===== config.mk =====
export PLATFORM = sky130hd
export DESIGN_NAME = uart_rx_fifo
export DESIGN_NICKNAME = d
export VERILOG_FILES = /design/src/rtl/uart_pkg.sv /design/src/rtl/uart_fifo_mem.sv /design/src/rtl/uart_rx_fifo.sv
export SDC_FILE = /design/constraint.sdc
export NUM_CORES = 1
export LEC_CHECK = 0
export BUFFER_PORTS_ARGS = -buffer_cell sky130_fd_sc_hd__buf_2
export CAP_MARGIN = 20
export CORE_AREA = 4 4 161 163
export CTS_CLUSTER_DIAMETER = 60
export DETAILED_ROUTE_END_ITERATION = 12
export DIE_AREA = 0 0 165 167
export HOLD_SLACK_MARGIN = 0.05
export MAX_ROUTING_LAYER = met4
export PLACE_DENSITY = 0.42
export SLEW_MARGIN = 20
export SYNTH_ARGS = -nofsm -noshare
export SYNTH_HDL_FRONTEND = slang
export SYNTH_HIERARCHICAL = 1
export SYNTH_SLANG_ARGS = --single-unit

===== constraint.sdc =====
create_clock -name sys_clk -period 3.2 [get_ports sys_clk]
set_input_delay 0.64 -clock sys_clk [delete_from_list [all_inputs] [get_ports sys_clk]]
set_output_delay 0.64 -clock sys_clk [all_outputs]
set_load 0.005 [all_outputs]

===== src/rtl/uart_pkg.sv =====
// rtl/uart_pkg.sv - shared UART word width and receive FIFO depth constants
package uart_pkg;

  localparam int UART_DATA_BITS      = 8;
  localparam int UART_FIFO_ADDR_BITS = 4;

endpackage


===== src/rtl/uart_fifo_mem.sv =====
// rtl/uart_fifo_mem.sv - FIFO storage: one write port, one registered read port
module uart_fifo_mem
  import uart_pkg::*;
#(
  parameter int DATA_BITS = UART_DATA_BITS,
  parameter int ADDR_BITS = UART_FIFO_ADDR_BITS
) (
  input  logic                 clk,
  input  logic                 rst,
  input  logic                 wr_en,
  input  logic [ADDR_BITS-1:0] wr_addr,
  input  logic [DATA_BITS-1:0] wr_data,
  input  logic                 rd_en,
  input  logic [ADDR_BITS-1:0] rd_addr,
  output logic [DATA_BITS-1:0] rd_data
);

  logic [DATA_BITS-1:0] mem [2**ADDR_BITS];

  always_ff @(posedge clk) begin
    if (wr_en) mem[wr_addr] <= wr_data;
  end

  // Read returns the pre-write contents when both ports hit the same slot,
  // which is what lets a full FIFO read its oldest word while refilling it.
  always_ff @(posedge clk) begin
    if (rst) rd_data <= '0;
    else if (rd_en) rd_data <= mem[rd_addr];
  end

endmodule


===== src/rtl/uart_rx_fifo.sv =====
// rtl/uart_rx_fifo.sv - receive FIFO with frame-edge write detect and sticky overrun
module uart_rx_fifo
  import uart_pkg::*;
#(
  parameter int DATA_BITS = UART_DATA_BITS,
  parameter int ADDR_BITS = UART_FIFO_ADDR_BITS
) (
  input  logic                 sys_clk,
  input  logic                 rst,
  input  logic                 rx_done_tick,
  input  logic [DATA_BITS-1:0] rx_dout,
  input  logic                 rd_en,
  output logic [DATA_BITS-1:0] rd_data,
  output logic                 rd_valid,
  output logic                 empty,
  output logic                 full,
  output logic [ADDR_BITS:0]   count,
  output logic                 overrun,
  input  logic                 overrun_clr
);

  localparam logic [ADDR_BITS:0] DEPTH = {1'b1, {ADDR_BITS{1'b0}}};

  logic                 done_q;
  logic                 wr_req;
  logic                 rd_acc;
  logic                 wr_acc;
  logic [ADDR_BITS-1:0] wr_ptr;
  logic [ADDR_BITS-1:0] rd_ptr;

  assign empty  = (count == '0);
  assign full   = (count == DEPTH);
  assign wr_req = rx_done_tick & ~done_q;
  assign rd_acc = rd_en & ~empty;
  // A same-cycle read frees a slot, so a write into a full FIFO still lands.
  assign wr_acc = wr_req & (~full | rd_acc);

  always_ff @(posedge sys_clk) begin
    if (rst) begin
      done_q   <= 1'b0;
      wr_ptr   <= '0;
      rd_ptr   <= '0;
      count    <= '0;
      overrun  <= 1'b0;
      rd_valid <= 1'b0;
    end else begin
      done_q   <= rx_done_tick;
      rd_valid <= rd_acc;
      if (wr_acc) wr_ptr <= wr_ptr + 1'b1;
      if (rd_acc) rd_ptr <= rd_ptr + 1'b1;
      case ({wr_acc, rd_acc})
        2'b10:   count <= count + 1'b1;
        2'b01:   count <= count - 1'b1;
        default: count <= count;
      endcase
      if (wr_req && !wr_acc) overrun <= 1'b1;
      else if (overrun_clr)  overrun <= 1'b0;
    end
  end

  uart_fifo_mem #(
    .DATA_BITS(DATA_BITS),
    .ADDR_BITS(ADDR_BITS)
  ) u_mem (
    .clk    (sys_clk),
    .rst    (rst),
    .wr_en  (wr_acc),
    .wr_addr(wr_ptr),
    .wr_data(rx_dout),
    .rd_en  (rd_acc),
    .rd_addr(rd_ptr),
    .rd_data(rd_data)
  );

endmodule


* Yosys cells after proc, flatten, opt, wreduce, memory -nomap -nowiden
Memory sizes are Yosys's and may differ from the RTL's. A register that Yosys moved wholly into a read port is not among the register bits.
Index checks and enable logic that the tools add are counted.
** Cells by class
- Add/subtract/negate cells :: 4
- Equality and inequality tests :: 3
- Muxes and demuxes :: 5
- Bitwise logic cells :: 7
- Reductions and logical operators :: 5
** Operator list (count)
- $pmux 5 s2 :: 1
- $add 4x1->4 const B :: 2
- $add 5x1->5 const B :: 1
- $eq 5x5->1 const B :: 1
- $logic_not 5->1 :: 1
- $sub 5x1->5 const B :: 1
- $mux 1 :: 4
- $reduce_bool 2->1 :: 2
- $and 1x1->1 :: 3
- $not 1->1 :: 3
- $eq 2x1->1 const B :: 1
- $eq 2x2->1 const B :: 1
- $logic_and 1x1->1 :: 1
- $logic_not 1->1 :: 1
- $or 1x1->1 :: 1
** Word-level totals
- Register bits after elaboration :: 16
- RAM bits :: 128
- Bits of input ports :: 13
- Output and inout port bits :: 17
- Word-level logic and storage cells :: 31
- Memories kept :: 1
** Memories
- u_mem.mem :: words 16, bits a word 8, rd ports 1, clocked after memory_dff 1, write ports 1, line uart_fifo_mem.sv:18 : logic [DATA_BITS-1:0] mem [2**ADDR_BITS];

* Depth between registers and ports, before layout
Gate-level depths: netlist of run 1.
- Word-level depth :: 8
- Depth in mapped cells :: 8
- Gate-level depth less buffers :: 8

* Cells and area by module
Netlist of run 1, hierarchy kept.
** Modules (own cells, without submodules)
- uart_fifo_mem :: times used 1, cells an instance 316, area an instance 5343.9 µm², sequential area each 4003.8 µm²
- uart_rx_fifo :: times used 1, cells an instance 103, area an instance 935.9 µm², sequential area each 320.3 µm²

* Worst setup path before layout of run 1
OpenSTA, ideal clock, no wires.
- Path kind :: input-to-reg
- Start :: input port rd_en
- End :: memory u_mem/mem[0][0] (netlist bit), enable pin
- Setup time :: 383 ps
- Data arrival time :: 2412 ps
- Required time :: 2817 ps
- Slack :: 404 ps
- Stages on the path :: 5
- Buffers on the path :: 1
- Cells stage by stage :: buf_2 nor2b_1 a21oi_1 or3b_2 nor3_1
** On the way
- Cells in the longest elaborated chain, start to end :: 5
** RTL lines
- from (decl) :: line uart_rx_fifo.sv:12 : input logic rd_en,
- $and 1x1->1 :: line uart_rx_fifo.sv:34 : assign rd_acc = rd_en & ~empty;
- $or 1x1->1 :: line uart_rx_fifo.sv:36 : assign wr_acc = wr_req & (~full | rd_acc);
- $and 1x1->1 :: line uart_rx_fifo.sv:36
- named net wr_acc :: line uart_rx_fifo.sv:27 : logic wr_acc;
- $mux 1 :: line uart_fifo_mem.sv:21 : if (wr_en) mem[wr_addr] <= wr_data;
- $mux 1 (not written as such) :: line uart_fifo_mem.sv:21
- to (decl) :: line uart_fifo_mem.sv:18
The timed path passes the listed nets, and every way through them passes these cells.

* Worst setup path after layout of run 1
- Start :: register count[0]
- End :: register count[4]
** On the way
- Cells in the longest elaborated chain, start to end :: 7
** RTL lines
- from (decl) :: line uart_rx_fifo.sv:17 : output logic [ADDR_BITS:0] count,
- from (signal assigned) :: line uart_rx_fifo.sv:52 : 2'b10: count <= count + 1'b1;
- from (signal assigned) :: line uart_rx_fifo.sv:53 : 2'b01: count <= count - 1'b1;
- from (signal assigned) :: line uart_rx_fifo.sv:54 : default: count <= count;
- $logic_not 5->1 :: line uart_rx_fifo.sv:31 : assign empty = (count == '0);
- $not 1->1 :: line uart_rx_fifo.sv:34
- $and 1x1->1 :: line uart_rx_fifo.sv:34
- $or 1x1->1 :: line uart_rx_fifo.sv:36
- $and 1x1->1 :: line uart_rx_fifo.sv:36
- $eq 2x1->1 / $eq 2x2->1 (equally long branches) :: line uart_rx_fifo.sv:51 : case ({wr_acc, rd_acc})
- $pmux 5 s2 / $reduce_bool 2->1 (equally long branches)
Parallel ways exist; a longest one is shown, timed or not.
A chain may end at the register's enable or synchronous reset.

==> flow_summary.ini, run 1 <==
[routing]
first_iter_violations = 210
top_layer = met4
met1_length_mm = 7.44
wl_per_cell_um = 17.9
vias_per_cell = 4.41
drc = 0
met3WireLength_um = 441
route.met2.wl_mm = 6.36
first_pass_iters = 4
vias = 3551
finalWirelength_mm = 14.4
ant_nets = 0

[power]
intPower_mw = 3.78
net-switching-power_mw = 1.45
p_total_mw = 5.23
power_frac_seq_pct = 45.7
combPwrFrac_pct = 16.2
total_leakage_power_nw = 2.41
p_per_area_mw_per_mm2 = 705
switching_share_pct = 27.8
ir_drop_mv = 0.391
p_clk_share_pct = 38.1

[cts]
numCtsBuffers = 17
postCtsSetupRepairBufs = 0
cts_tree = done
hold_buffers = 0
cts_root_buf = clkbuf_16
cts.sink_count = 152
clock_latency_ns = 0.42
cts.clk_slew.worst_paths_ns = 0.07
ctsResizeCount = 0
cts.path.max_buffers = 2
h-tree-depth = 4

[worst_setup_path]
startpoint_type = register
worstPathArrival_ns = 3.07
cp-end-kind = register
worstPathRequired_ns = 3.48
path_class = reg -> reg
cp_max_fo = 7
ff2ff_setup_slack_ns = 0.41

[synth]
async_reset_ff_share_pct = 0
synth_edf_count = 128
synth_warnings = 6
synth_nets = 438
syn_inst = 419
ys_seq_area_share_pct = 68.9
yosysUniqueCellTypes = 43
synth_flop_cell = edfxtp_1
synthesis.area_mm2 = 0.00628
post_synth.cell_area_avg_um2 = 15.0
ys_ff_latch = 152

[placed_design]
gp_congestion = 0.765
dp.final_hpwl_mm = 9.53
io_buffers = 29
pre_cts_ws_ns = 0.423

[sta]
grt_setup_unrepaired = no
timing.final.crit_share_pct = 87.3
setup_viol = 0
maxSlewHeadroom_pct = 46.5
fmax_mhz = 358
period_needed_ns = 2.79
finalClockSkew_ns = 0.00769
setup_ws_ns = 0.405
max_slew.worst_pin.slew_ns = 0.803
fin_tns_setup_ns = 0
slew_violations = 0
finalHoldViolCount = 0

[flow_run]
maxCapViolCount = 0

[final_layout]
final_layout_size_suffix_gt1_share_pct = 18.3
final_cell_mix = 128 x edfxtp_1, 67 x mux2i_1, 29 x nor2_1, 29 x nand3_1, 29 x buf_2
layout_commonest_cell = edfxtp_1
fillers = 2447
synthToLayoutAreaGrowth_pct = 18.2
n_antenna_cell = 0
nets = 487

[floorplanning]
start_util_pct = 25.8
fp.dieW_um = 165
io_pins = 30
coreArea_mm2 = 0.0243
chipHeight_um = 167
placementRows = 57
die_area_mm2 = 0.0276

[grt]
grt_usage_pct = 11.1
grt_pass1_wl_mm = 21.8
grt_start_max_net_pins = 38
grt_pass1_vias = 3546
grt_overflow = 0
antenna_found_initial = 0

[hold_path]
hp-class = reg -> reg

[run_status]
status = finished, final reports clean
cells in the mapped netlist (3+ instances only):
| master | n | area [um2] |
|---|---|---|
| a22oi_1 | 24 | 180 |
| nor2_1 | 29 | 109 |
| ha_1 | 5 | 62.6 |
| nor3_1 | 7 | 35.0 |
| buf_8 | 3 | 45.0 |
| a211oi_1 | 4 | 30.0 |
| nand3_1 | 29 | 145 |
| inv_1 | 4 | 15.0 |
| xor2_1 | 4 | 35.0 |
| nand2b_1 | 5 | 31.3 |
| buf_2 | 9 | 45.0 |
| a21oi_1 | 12 | 60.1 |
| and2_1 | 3 | 18.8 |
| edfxtp_1 | 128 | 3840 |
| nand2_1 | 21 | 78.8 |
| dfxtp_1 | 24 | 480 |
| o211ai_1 | 3 | 22.5 |
| mux2i_1 | 67 | 671 |
| nand3b_1 | 3 | 22.5 |
| nor2b_1 | 6 | 37.5 |
state kept, by name, indices dropped and copies added, names as in the netlist:
| register | count |
|---|---|
| done_q | 1 |
| overrun | 1 |
| rd_ptr | 4 |
| rd_valid | 1 |
| count | 5 |
| u_mem/rd_data | 8 |
| u_mem/mem | 128 |
| wr_ptr | 4 |
critical path, cell delays in order, from the launching register on:
cell,delay [ns]
dfxtp_1,0.41
or4_4,0.64
o211ai_4,0.24
inv_1,0.14
ha_1,0.35
nand3_1,0.13
and2_1,0.18
a2111oi_0,0.41
o211ai_1,0.15
power by group through the flow:
stage	sequential [mW]	combinational (mW)	clock, mW
after floorplan	2.39	0.571	0
after global placement	2.43	0.842	0
after detailed placement	2.44	0.854	0
after CTS	2.39	0.857	2.05
after global routing	2.41	0.941	2.13
final	2.39	0.847	1.99
layer usage:
metal  up-vias  GRT usage [%]
li1       1706              -
met1      1762           16.0
met2        69           15.5
met3        14           2.69
met4         0           3.15
met5         -              -
metrics by stage:
stage / instance area, um2 / utilization (%) / hold slack (ns) / std cells
after floorplan: 6280 / - / 0.450 / 419
after global placement: 6830 / 28.1 / 0.452 / 773
after detailed placement: 6830 / 28.1 / 0.441 / 773
after CTS: 7420 / 30.5 / 0.457 / 805
after global routing: 7420 / 30.5 / 0.477 / 805
final: 7420 / 30.5 / 0.454 / 805
area by class of cell:
type	count	area, um2	share of cell area [%]
Clock inverter	14	161	2.18
Clock buffer	18	429	5.78
Inverter	4	15.0	0.202
Sequential cell	152	4330	58.3
Tap cell	324	405	5.46
Multi-Input combinational cell	245	1780	24.0
Timing Repair Buffer	48	300	4.05
cells by family after synthesis:
family,synth area share [%]
flip-flops,68.9
AND/OR/NAND/NOR,9.19
multiplexers,10.9
AO/OA/AOI/OAI,6.10
buffers and inverters,2.79
XOR/XNOR,0.837
adder cells (fa/ha/maj),1.32
worst paths after layout:
check                                 from                             to  depth (start not counted)
max reg2reg          count[0]$_SDFFE_PP0P_          count[4]$_SDFFE_PP0P_                          8
min          u_mem/rd_data[6]$_SDFFE_PP0P_  u_mem/rd_data[6]$_SDFFE_PP0P_                          2
min reg2reg  u_mem/rd_data[6]$_SDFFE_PP0P_  u_mem/rd_data[6]$_SDFFE_PP0P_                          2
max                  count[0]$_SDFFE_PP0P_          count[4]$_SDFFE_PP0P_                          8
Power figures use the tool's default switching activity.
==> inputs of run 2 (changes only) <==
ABC_AREA = 1   (was unset)
CORE_AREA = 4 4 163 165   (was 4 4 161 163)
DIE_AREA = 0 0 167 169   (was 0 0 165 167)
==> flow_summary.ini, run 2 <==
[run_status]
status = finished, final reports clean

[synth]
yosysMostFrequentCell = nand2_1
yosys-top-cells-count = 188 x nand2_1, 128 x edfxtp_1, 112 x nand3_1
synth_edf_count = 128
syn_inst = 602
yosysTopAreaCellShare_pct = 59.7
synth_nets = 621
synth_flop_cell = edfxtp_1
ys_ff_latch = 152
post_synth.cell_area_avg_um2 = 10.7
async_reset_ff_share_pct = 0
synth_warnings = 6
synthesis.area_mm2 = 0.00644
yosys.area.top_type = edfxtp_1
ys_seq_area_share_pct = 67.1
yosysUniqueCellTypes = 29
yosys-top-cells-area = edfxtp_1 60%, nand2_1 11%, nand3_1 8.7%

[cts]
cts_root_buf = clkbuf_16
h-tree-depth = 4
cts.path.max_buffers = 2
clock_latency_ns = 0.43
ctsResizeCount = 0
cts.sink_count = 152
cts.clk_slew.worst_paths_ns = 0.06
cts_tree = done
postCtsSetupRepairBufs = 0
hold_buffers = 0
numCtsBuffers = 17

[power]
total_leakage_power_nw = 2.83
combPwrFrac_pct = 23.9
intPower_mw = 3.92
ir_drop_mv = 0.348
switching_share_pct = 31.5
p_total_mw = 5.72
power_frac_seq_pct = 40.6
p_clk_share_pct = 35.5
net-switching-power_mw = 1.80
p_per_area_mw_per_mm2 = 769

[floorplanning]
die_area_mm2 = 0.0282
placementRows = 58
fp.dieW_um = 167
coreArea_mm2 = 0.0250
start_util_pct = 25.7
chipHeight_um = 169
io_pins = 30

[grt]
antenna_found_initial = 0
met2_usage_pct = 18.8
busiest_layer = met2
grt_overflow = 0
grt_start_max_net_pins = 68
grt_use_met1_pct = 16.2
grt_usage_pct = 12.2
grt_pass1_wl_mm = 25.1
grt_pass1_vias = 4191
use_met3_pct = 1.99

[final_layout]
nets = 645
regMostFlops = u_mem/mem
n_antenna_cell = 0
seq_area_mm2 = 0.00433
post-route-cell-area_mm2 = 0.00743
utilization_pct = 29.7
multiInputGateArea_mm2 = 0.00178
synthToLayoutAreaGrowth_pct = 15.4
fillers = 2584
instances_no_fill = 969
reg_top3 = u_mem/mem (128), u_mem/rd_data (8), count (5)
layout_commonest_cell = nand2_1
largest_reg_flops = 128
final_layout_size_suffix_gt1_share_pct = 13.0
final_cell_mix = 188 x nand2_1, 128 x edfxtp_1, 112 x nand3_1

[flow_run]
maxCapViolCount = 0

[routing]
vias = 4290
wl_per_cell_um = 17.0
vias_per_cell = 4.43
ant_nets = 0
first_iter_violations = 372
finalWirelength_mm = 16.5
drc = 0
first_pass_iters = 5

[placed_design]
placedCellCount = 937
place_area_mm2 = 0.00682
dp.final_hpwl_mm = 10.8
gp_congestion = 0.815
io_buffers = 29

[worst_setup_path]
worstPathRequired_ns = 3.25
worstPathArrival_ns = 2.32
reg2reg_depth = 6
startpoint_type = register
cp_max_fo = 11
endpoint = u_mem/mem[12][5]$_DFFE_PP_
worstReg2RegStart = count[0]$_SDFFE_PP0P_
crit_start = count[0]$_SDFFE_PP0P_
cp-end-kind = register
ff2ff_setup_slack_ns = 0.94
timing.rr.end = u_mem/mem[12][5]$_DFFE_PP_
path_class = reg -> reg

[sta]
slew_violations = 0
finalClockSkew_ns = 0.0116
finalHoldViolCount = 0
setup_viol = 0
maxSlewHeadroom_pct = 53.2
max_slew.worst_pin.slew_ns = 0.700
fin_tns_setup_ns = 0
timing.final.crit_share_pct = 70.7
fmax_mhz = 442
period_needed_ns = 2.26
grt_setup_unrepaired = no

[hold_path]
hp-class = in -> reg
## run 2: changes by cell type after synthesis, sizes merged, moves of 5 or more
| cell | previous run | this run |
|---|---|---|
| o21ai | 2 | 8 |
| nand3 | 29 | 115 |
| nor2 | 29 | 56 |
| a21oi | 12 | 7 |
| mux2i | 67 | 0 |
| inv | 4 | 31 |
| a22oi | 24 | 0 |
| nand2b | 5 | 0 |
| buf | 17 | 27 |
| nor3 | 7 | 0 |
| nand2 | 21 | 192 |
| nor2b | 6 | 0 |
## run 2: logic make-up (layout without fill, tap and decap cells)
group                    after synthesis  count (layout)  synth area share [%]
adder cells (fa/ha/maj)                6               6                  1.28
AO/OA/AOI/OAI                         16              16                  1.40
AND/OR/NAND/NOR                      365             365                  24.5
buffers and inverters                 60              97                  5.28
flip-flops                           152             152                  67.1
XOR/XNOR                               3               3                 0.408
## run 2: power groups by stage
stage               combinational, mW  sequential (mW)  clock (mW)
floorplan                        1.00             2.37           0
global placement                 1.36             2.36           0
detailed placement               1.36             2.37           0
CTS                              1.37             2.32        2.08
global route                     1.53             2.34        2.16
finish                           1.37             2.32        2.03
## run 2: how the worst min path moves through the flow
stage                                     from  cells after the start                    to
final                             rx_done_tick                      3     done_q$_SDFF_PP0_
after global routing              rx_done_tick                      3     done_q$_SDFF_PP0_
after CTS                         rx_done_tick                      3     done_q$_SDFF_PP0_
after detailed placement  overrun$_SDFFE_PP0P_                      2  overrun$_SDFFE_PP0P_
after global placement    overrun$_SDFFE_PP0P_                      2  overrun$_SDFFE_PP0P_
after floorplan           overrun$_SDFFE_PP0P_                      2  overrun$_SDFFE_PP0P_
## run 2: final cells by class
class / instances / share of cell area, %
tap: 330 / 5.55
inverter: 32 / 1.72
timing repair buffer: 33 / 2.36
multi-input combinational: 390 / 23.9
clock buffer: 23 / 7.15
clock inverter: 9 / 1.13
sequential: 152 / 58.2
## run 2: stage by stage
| step | setup slack (ns) | hold WS (ns) |
|---|---|---|
| floorplan | 1.04 | 0.454 |
| global placement | 0.665 | 0.453 |
| detailed placement | 0.610 | 0.456 |
| CTS | 0.914 | 0.427 |
| global route | 0.734 | 0.466 |
| finish | 0.936 | 0.441 |
## run 2: per-layer routing
layer | share of wire [%] | routed length, um
met5 | 0 | 0
met4 | 2.3 | 380
met3 | 3.7 | 619
met2 | 46 | 7610
met1 | 48 | 7900
## run 2: worst max-delay path: stages, from the launching register on
cell and delay [ns]:
dfxtp_1 0.46, nor2_2 0.09, nand3_1 0.20, nor2_4 0.06, nor2_4 0.27, nand3_1 0.22, nor2_1 0.59
==> inputs of run 3 (changes only) <==
clock period = 2.1 ns   (was 3.2 ns; I/O delays follow)
==> flow_summary.ini, run 3 (same netlist as run 2, synthesis figures left out) <==
[run_status]
status = finished, final reports clean

[sta]
grt_setup_unrepaired = no
finalClockSkew_ns = 0.00617
fin_hold_ws_ns = 0.259
period_needed_ns = 1.94
maxSlewHeadroom_pct = 54.1
finalHoldViolCount = 0
slew_violations = 0
timing.final.crit_share_pct = 92.2
fin_tns_setup_ns = 0
max_slew.worst_pin.slew_ns = 0.688
fmax_mhz = 516
setup_viol = 0

[grt]
grt_overflow = 0
grt_pass1_wl_mm = 24.8
grt_start_max_net_pins = 36
antenna_found_initial = 0
grt_usage_pct = 12.0
grt_pass1_vias = 4262

[cts]
cts.clk_slew.worst_paths_ns = 0.06
cts.sink_count = 152
ctsResizeCount = 0
cts_root_buf = clkbuf_16
hold_buffers = 0
clock_latency_ns = 0.42
numCtsBuffers = 17
h-tree-depth = 4
postCtsSetupRepairBufs = 0
cts_tree = done
cts.path.max_buffers = 2

[power]
intPower_mw = 6.25
ir_drop_mv = 0.510
total_leakage_power_nw = 2.99
power_frac_seq_pct = 39.7
net-switching-power_mw = 2.69
switching_share_pct = 30.1
combPwrFrac_pct = 23.7
p_per_area_mw_per_mm2 = 1160
p_clk_share_pct = 36.5

[placed_design]
dp.final_hpwl_mm = 10.2
gp_congestion = 0.780
io_buffers = 29

[routing]
finalWirelength_mm = 15.8
vias_per_cell = 4.30
wl_per_cell_um = 15.9
drc = 0
first_pass_iters = 5
first_iter_violations = 274
ant_nets = 0
vias = 4287

[flow_run]
maxCapViolCount = 0

[floorplanning]
placementRows = 58
start_util_pct = 25.7
die_area_mm2 = 0.0282
fp.dieW_um = 167
io_pins = 30
chipHeight_um = 169
coreArea_mm2 = 0.0250

[final_layout]
final_cell_mix = 188 x nand2_1, 128 x edfxtp_1, 112 x nand3_1
layout_commonest_cell = nand2_1
synthToLayoutAreaGrowth_pct = 19.1
largest_reg_flops = 128
regMostFlops = u_mem/mem
final_layout_size_suffix_gt1_share_pct = 17.1
reg_top3 = u_mem/mem (128), u_mem/rd_data (8), count (5)
n_antenna_cell = 0
nets = 673

[worst_setup_path]
worstPathRequired_ns = 2.41
cp_max_fo = 4
path_class = reg -> reg
worstPathArrival_ns = 2.24
cp-end-kind = register
startpoint_type = register

[hold_path]
hp-class = in -> reg
[run 3: cell count changes in the layout (fill, tap and decap cells not counted), sizes merged]
cell	change
buf	+28
bufinv	+4
clkbuf	-5
clkinv	+3
clkinvlp	-1
inv	-1
[run 3: routing by layer]
| layer | up-vias | global-route usage (%) | part of all wire (%) | routed length, um |
|---|---|---|---|---|
| met5 | - | - | 0 | 0 |
| met4 | 0 | 4.06 | 1.2 | 188 |
| met3 | 15 | 2.15 | 2.1 | 338 |
| met2 | 58 | 18.7 | 48 | 7600 |
| met1 | 2076 | 15.8 | 49 | 7720 |
| li1 | 2138 | - | - | - |
[run 3: path summary, 6_finish.rpt]
kind	from	end	slack (ns)	cells past startpoint
worst max-delay path	count[3]$_SDFFE_PP0P_	count[4]$_SDFFE_PP0P_	0.16	15
worst min-delay path	overrun_clr	overrun$_SDFFE_PP0P_	0.26	4
worst max register to register	count[3]$_SDFFE_PP0P_	count[4]$_SDFFE_PP0P_	0.16	15
worst min register to register	overrun$_SDFFE_PP0P_	overrun$_SDFFE_PP0P_	0.46	2
[run 3: final cells by class]
cell class              instances  area, um2
clock buffers                  18        429
clock inverters                14        205
fillers                      2576      17400
inverters                      32        128
multi-input cells             390       1790
flip-flops and latches        152       4330
well taps                     330        413
repair buffers                 61        385
[run 3: critical path, stage by stage, from the launching register on]
cell	delay (ns)
dfxtp_1	0.35
nor2_2	0.16
nand3_2	0.13
nand2_4	0.09
inv_4	0.04
nand2_4	0.06
inv_1	0.09
fa_2	0.36
nand2_1	0.07
nand2_1	0.06
a21oi_2	0.13
nand2_1	0.06
nand2_1	0.08
nand3_1	0.06
nand2_1	0.06
nor2_1	0.04
[run 3: through the flow]
| step | std cells | util [%] | area (um2) | worst slack (ns) | total power, mW |
|---|---|---|---|---|---|
| floorplan | 602 | - | 6440 | 0.156 | 5.13 |
| global placement | 965 | 28.1 | 7030 | -0.0263 | 5.74 |
| detailed placement | 965 | 28.1 | 7030 | -0.0616 | 5.75 |
| CTS | 997 | 30.6 | 7660 | 0.0725 | 9.05 |
| global route | 997 | 30.6 | 7670 | 0.0306 | 9.49 |
| finish | 997 | 30.6 | 7670 | 0.164 | 8.93 |
[run 3: power groups by stage]
stage	Sequential, mW	Clock, mW	Combinational (mW)
3_5_place_dp	3.61	0	2.14
3_3_place_gp	3.61	0	2.14
5_1_grt	3.57	3.49	2.43
4_1_cts	3.55	3.34	2.16
2_1_floorplan	3.60	0	1.52
6_report	3.55	3.27	2.12
